$ cat config.mk
export PLATFORM = sky130hd
export DESIGN_NAME = pc_sequencer
export DESIGN_NICKNAME = d
export VERILOG_FILES = /design/src/rtl/pc_pkg.sv /design/src/rtl/pc_redirect_buf.sv /design/src/rtl/pc_sequencer.sv
export SDC_FILE = /design/constraint.sdc
export NUM_CORES = 1
export LEC_CHECK = 0
export BUFFER_PORTS_ARGS = -buffer_cell sky130_fd_sc_hd__buf_2
export CORE_MARGIN = 3
export CORE_UTILIZATION = 40
export CTS_CLUSTER_SIZE = 24
export DETAILED_ROUTE_END_ITERATION = 8
export GPL_TIMING_DRIVEN = 0
export PLACE_DENSITY_LB_ADDON = 0.08
export SLEW_MARGIN = 0
export SYNTH_ARGS = -nofsm -noshare
export SYNTH_HDL_FRONTEND = slang
export SYNTH_SLANG_ARGS = --single-unit
$ cat constraint.sdc
create_clock -name clk -period 2.1 [get_ports clk]
set_input_delay 0.42 -clock clk [delete_from_list [all_inputs] [get_ports clk]]
set_output_delay 0.42 -clock clk [all_outputs]
set_load 0.03 [all_outputs]
$ cat src/rtl/pc_pkg.sv
// Shared definitions for the IF-stage next-PC controller and the fetch stage.
package pc_pkg;

    typedef enum logic [1:0] {
        BOOT   = 2'b00,
        RUN    = 2'b01,
        DRAIN  = 2'b10,
        HALTED = 2'b11
    } pc_state_e;

    localparam logic [15:0] DEF_RESET_VEC = 16'h0000;
    localparam logic [15:0] DEF_PC_INC    = 16'd2;

endpackage

$ cat src/rtl/pc_redirect_buf.sv
// One-entry buffer for a branch redirect that arrived while instruction memory was busy.
module pc_redirect_buf (
    input  logic        clk,
    input  logic        rst,
    input  logic        set_i,
    input  logic [15:0] tgt_i,
    input  logic        clr_i,
    output logic        pend_v_o,
    output logic [15:0] pend_tgt_o
);

    logic        pend_v_q;
    logic [15:0] pend_tgt_q;

    // A newer redirect simply overwrites an older one; set wins over clear.
    always_ff @(posedge clk or negedge rst) begin
        if (!rst) begin
            pend_v_q   <= 1'b0;
            pend_tgt_q <= 16'h0000;
        end else if (set_i) begin
            pend_v_q   <= 1'b1;
            pend_tgt_q <= tgt_i;
        end else if (clr_i) begin
            pend_v_q   <= 1'b0;
        end
    end

    assign pend_v_o   = pend_v_q;
    assign pend_tgt_o = pend_tgt_q;

endmodule

$ cat src/rtl/pc_sequencer.sv
// Next-PC controller: drives D/WE/RE of the external PC register and sequences
// increment, branch redirect, stalls and the HLT drain-to-halt flow.
module pc_sequencer
    import pc_pkg::*;
#(
    parameter logic [15:0] RESET_VEC = DEF_RESET_VEC,
    parameter logic [15:0] PC_INC    = DEF_PC_INC
) (
    input  logic        clk,
    input  logic        rst,
    input  logic [15:0] pc_q,
    input  logic        imem_busy,
    input  logic        hazard_stall,
    input  logic        br_taken,
    input  logic [15:0] br_target,
    input  logic        halt_dec,
    input  logic        halt_commit,
    input  logic        dbg_rd,
    output logic [15:0] pc_d,
    output logic        pc_we,
    output logic        pc_re1,
    output logic        pc_re2,
    output logic        fetch_valid,
    output logic        if_flush,
    output logic        halted
);

    pc_state_e   state_q, state_d;
    logic        pend_set, pend_clr;
    logic        pend_v;
    logic [15:0] pend_tgt;

    pc_redirect_buf u_redirect_buf (
        .clk        (clk),
        .rst        (rst),
        .set_i      (pend_set),
        .tgt_i      (br_target),
        .clr_i      (pend_clr),
        .pend_v_o   (pend_v),
        .pend_tgt_o (pend_tgt)
    );

    always_ff @(posedge clk or negedge rst) begin
        if (!rst) begin
            state_q <= BOOT;
        end else begin
            state_q <= state_d;
        end
    end

    always_comb begin
        state_d     = state_q;
        pc_d        = pc_q;
        pc_we       = 1'b0;
        fetch_valid = 1'b0;
        if_flush    = 1'b0;
        pend_set    = 1'b0;
        pend_clr    = 1'b0;
        case (state_q)
            BOOT: begin
                pc_we   = 1'b1;
                pc_d    = RESET_VEC;
                state_d = RUN;
            end
            RUN: begin
                // Memory busy must never see a PC write; a redirect is parked instead.
                if (imem_busy) begin
                    if (br_taken) begin
                        pend_set = 1'b1;
                        if_flush = 1'b1;
                    end
                end else if (br_taken) begin
                    pc_we    = 1'b1;
                    pc_d     = br_target;
                    if_flush = 1'b1;
                    pend_clr = 1'b1;
                end else if (pend_v) begin
                    pc_we    = 1'b1;
                    pc_d     = pend_tgt;
                    pend_clr = 1'b1;
                end else if (hazard_stall) begin
                    pc_we = 1'b0;
                end else if (halt_dec) begin
                    state_d = DRAIN;
                end else begin
                    pc_we       = 1'b1;
                    pc_d        = pc_q + PC_INC;
                    fetch_valid = 1'b1;
                end
            end
            DRAIN: begin
                // A taken branch here means the HLT was on the wrong path.
                if (halt_commit) begin
                    state_d = HALTED;
                end else if (br_taken) begin
                    state_d  = RUN;
                    if_flush = 1'b1;
                    if (imem_busy) begin
                        pend_set = 1'b1;
                    end else begin
                        pc_we    = 1'b1;
                        pc_d     = br_target;
                        pend_clr = 1'b1;
                    end
                end
            end
            HALTED: begin
                state_d = HALTED;
            end
            default: begin
                state_d = BOOT;
            end
        endcase
        if (!rst) begin
            pc_d        = RESET_VEC;
            pc_we       = 1'b0;
            fetch_valid = 1'b0;
            if_flush    = 1'b0;
        end
    end

    assign pc_re1 = rst;
    assign pc_re2 = dbg_rd;
    assign halted = rst && (state_q == HALTED);

endmodule

==> results.json <==
{
  "dp_slack_ns": -0.584,
  "violations": "negative setup slack",
  "max_cap_violations": 0,
  "die_w_um": 80.3,
  "avgViaCountPerCell": 6.52,
  "drtPass1Iterations": 7,
  "finalCriticalPeriod_ns": 2.56,
  "placed_cell_area_mm2": 0.00281,
  "wl_per_cell_um": 21.4,
  "min_period_over_period_pct": 122,
  "cts_hold_buf": 0,
  "wl_um": 9830,
  "drc": 0,
  "die_h_um": 80.3,
  "syn_area_mm2": 0.00221,
  "r2r-end": "u_redirect_buf.pend_tgt_o[15]",
  "yosysTopAreaCell": "dfrtp_1",
  "first_iter_violations": 340,
  "cp_max_fo": 2,
  "port_buffers": 58,
  "reg2reg_depth": 10,
  "clk_latency_ns": 0.27,
  "clk_root_buffer_cell": "clkbuf_8",
  "first_global_vias": 2853,
  "cts_tree": "done",
  "rsz0062_at_grt": "yes",
  "synth_top_area_share_pct": 21.5,
  "fin_skew_ns": 0.00795,
  "seq_area_frac_synth_pct": 21.5,
  "power.density_mw_per_mm2": 1150,
  "yosys.cell_count.top_type": "nand2_1",
  "synthFlopType": "dfrtp_1",
  "vdd_drop_max_mv": 0.710,
  "crit_family": "simple AND/OR/NAND/NOR gates",
  "hold_viol": 0,
  "fmax_mhz": 390,
  "die_area_mm2": 0.00645,
  "netlist_top_cells_count": "41 x nand2_1, 28 x a21oi_1, 21 x o21ai_0, 19 x dfrtp_1, 18 x mux2_2",
  "fillers": 384,
  "critPathLaunchType": "register",
  "worst_pin_slew_ns": 0.614,
  "cpPeakStageDelay_ns": 0.41,
  "synth.area.top_cells": "dfrtp_1 22%, mux2_2 9.2%, nand2_1 7.0%",
  "cp_slowest_cell": "dfrtp_1",
  "cts_buffer_depth": 2,
  "n_antenna_cell": 0,
  "core-area_mm2": 0.00524,
  "fin_util_pct": 72.5,
  "drv_slew": 0,
  "synth_edf_count": 0,
  "post-route-cell-area_mm2": 0.00379,
  "dp_hpwl_um": 5870,
  "regToRegSetupSlack_ns": 0.12,
  "cts.clk_slew.worst_paths_ns": 0.09,
  "total_leakage_power_nw": 1.59,
  "yosysWarnings": 0,
  "numCtsBuffers": 3,
  "syn_area_per_cell_um2": 7.54,
  "relSlewSlack_pct": 59.0,
  "status": "complete, but fails checks",
  "design.portCount": 62,
  "synthesis.nets": 339,
  "setup_viol": 19,
  "arrival_ns": 2.14,
  "hp-class": "in2async",
  "ant_nets": 0,
  "synth-seq-cells": 19,
  "initial_utilization_pct": 42.2,
  "layout-drive-gt1-share_pct": 54.9,
  "grt-ovfl-total": 0,
  "path_cells": "inv_2 > ha_4 > nor2b_4 > nand2_1 > or3_1 > a221o_1 > a21oi_4 > buf_6",
  "p_total_mw": 4.37,
  "postSynth.asyncResetShare_pct": 100,
  "syn_to_final_growth_pct": 71.7,
  "h-tree-depth": 1,
  "required_ns": 1.68,
  "crit_path_end_kind": "primary output",
  "grt_max_degree": 28,
  "gp_congestion": 0.873,
  "cp.buffers_inverters": 2,
  "vias": 3000,
  "nets": 437,
  "setup_slack_ns": -0.465,
  "grtUsageTotal_pct": 29.3,
  "path_class": "reg2out",
  "r2r_start": "state_q[1]",
  "syn_inst": 293,
  "ys_types": 56,
  "grt_pass1_wl_um": 14500,
  "antenna_found_initial": 0,
  "cts_num_sinks": 19,
  "fp-row-count": 26
}
[sequential cells by signal, indices dropped and copies added (netlist names)]
signal                     count
u_redirect_buf.pend_tgt_o     16
state_q                        2
u_redirect_buf.pend_v_o        1
[routing by layer]
metal	vias to the layer above	GRT usage (%)	share of wire [%]
met3	34	4.15	10
met4	0	10.1	2.8
met5	-	0	0
met2	218	49.7	47
li1	1302	-	-
met1	1446	37.7	39
[final cells by class]
| class | count | area, um2 | share of cell area [%] |
|---|---|---|---|
| well taps | 70 | 87.6 | 2.31 |
| clock inverters | 1 | 5.00 | 0.132 |
| plain buffers | 23 | 275 | 7.25 |
| inverters | 11 | 53.8 | 1.42 |
| multi-input cells | 237 | 2060 | 54.2 |
| clock buffers | 3 | 41.3 | 1.09 |
| repair buffers | 96 | 798 | 21.0 |
| flip-flops and latches | 19 | 477 | 12.6 |
[worst max path at each step]
stage | startpoint | to | slack (ns) | cells after the start
final | state_q[1] | pc_d[15] | -0.46 | 8
after global routing | state_q[1] | pc_d[15] | -0.54 | 8
after CTS | state_q[1] | pc_d[15] | -0.46 | 9
after detailed placement | pc_q[1] | pc_d[15] | -0.58 | 8
after global placement | pc_q[1] | pc_d[15] | -0.59 | 8
after floorplan | pc_q[1] | pc_d[11] | -0.23 | 6
[cells in the final DEF (no fill, tap or decap), types with 4 or more instances in the layout]
| cell type | Yosys | layout |
|---|---|---|
| buf_4 | 3 | 35 |
| buf_2 | 4 | 32 |
| nor2_1 | 15 | 11 |
| inv_2 | 0 | 4 |
| mux2_2 | 18 | 16 |
| buf_8 | 0 | 5 |
| ha_4 | 0 | 4 |
| o22ai_1 | 8 | 8 |
| clkbuf_8 | 0 | 6 |
| a21oi_1 | 28 | 18 |
| a21oi_2 | 0 | 8 |
| mux2i_1 | 6 | 6 |
| a221o_1 | 6 | 6 |
| o211ai_1 | 6 | 6 |
| o21ai_1 | 0 | 7 |
| dfrtp_1 | 19 | 18 |
| nand3_1 | 8 | 5 |
| buf_12 | 0 | 4 |
| nand2_1 | 41 | 39 |
| nand3_2 | 1 | 4 |
| o21ai_0 | 21 | 11 |
| buf_6 | 1 | 30 |
| nor3_2 | 0 | 4 |
| nor2_4 | 0 | 4 |
| inv_1 | 11 | 6 |
[what timing repair did]
action | in CTS | in global routing
gates cloned | 3 | 0
gates resized for setup | 126 | 62
pin swaps | 27 | 23
buffers inserted | 25 | 13
endpoints found under the setup margin | 29 | 36
[power by group]
group,internal [mW],switching (mW)
Sequential,0.546,0.105
Combinational,1.66,1.77
Clock,0.132,0.148
Total,2.34,2.03
[cell families after synthesis]
kind of cell / synth area share, %
and+or+nand+nor: 23.7
AOI/OAI and AO/OA: 30.9
DFF: 21.5
adders and majority gates: 3.40
buffers and inverters: 7.36
muxes: 11.9
xor gates and xnor gates: 1.19
[through the flow]
stage          hold slack [ns]  std cells  setup TNS [ns]
2_1_floorplan            0.124        293          -0.419
3_5_place_dp             0.467        421           -8.96
5_1_grt                 0.0641        460           -5.61
3_3_place_gp             0.468        421           -8.75
4_1_cts                 0.0638        451           -5.36
6_report                0.0554        460           -4.42
(Power assumes the default switching activity.)
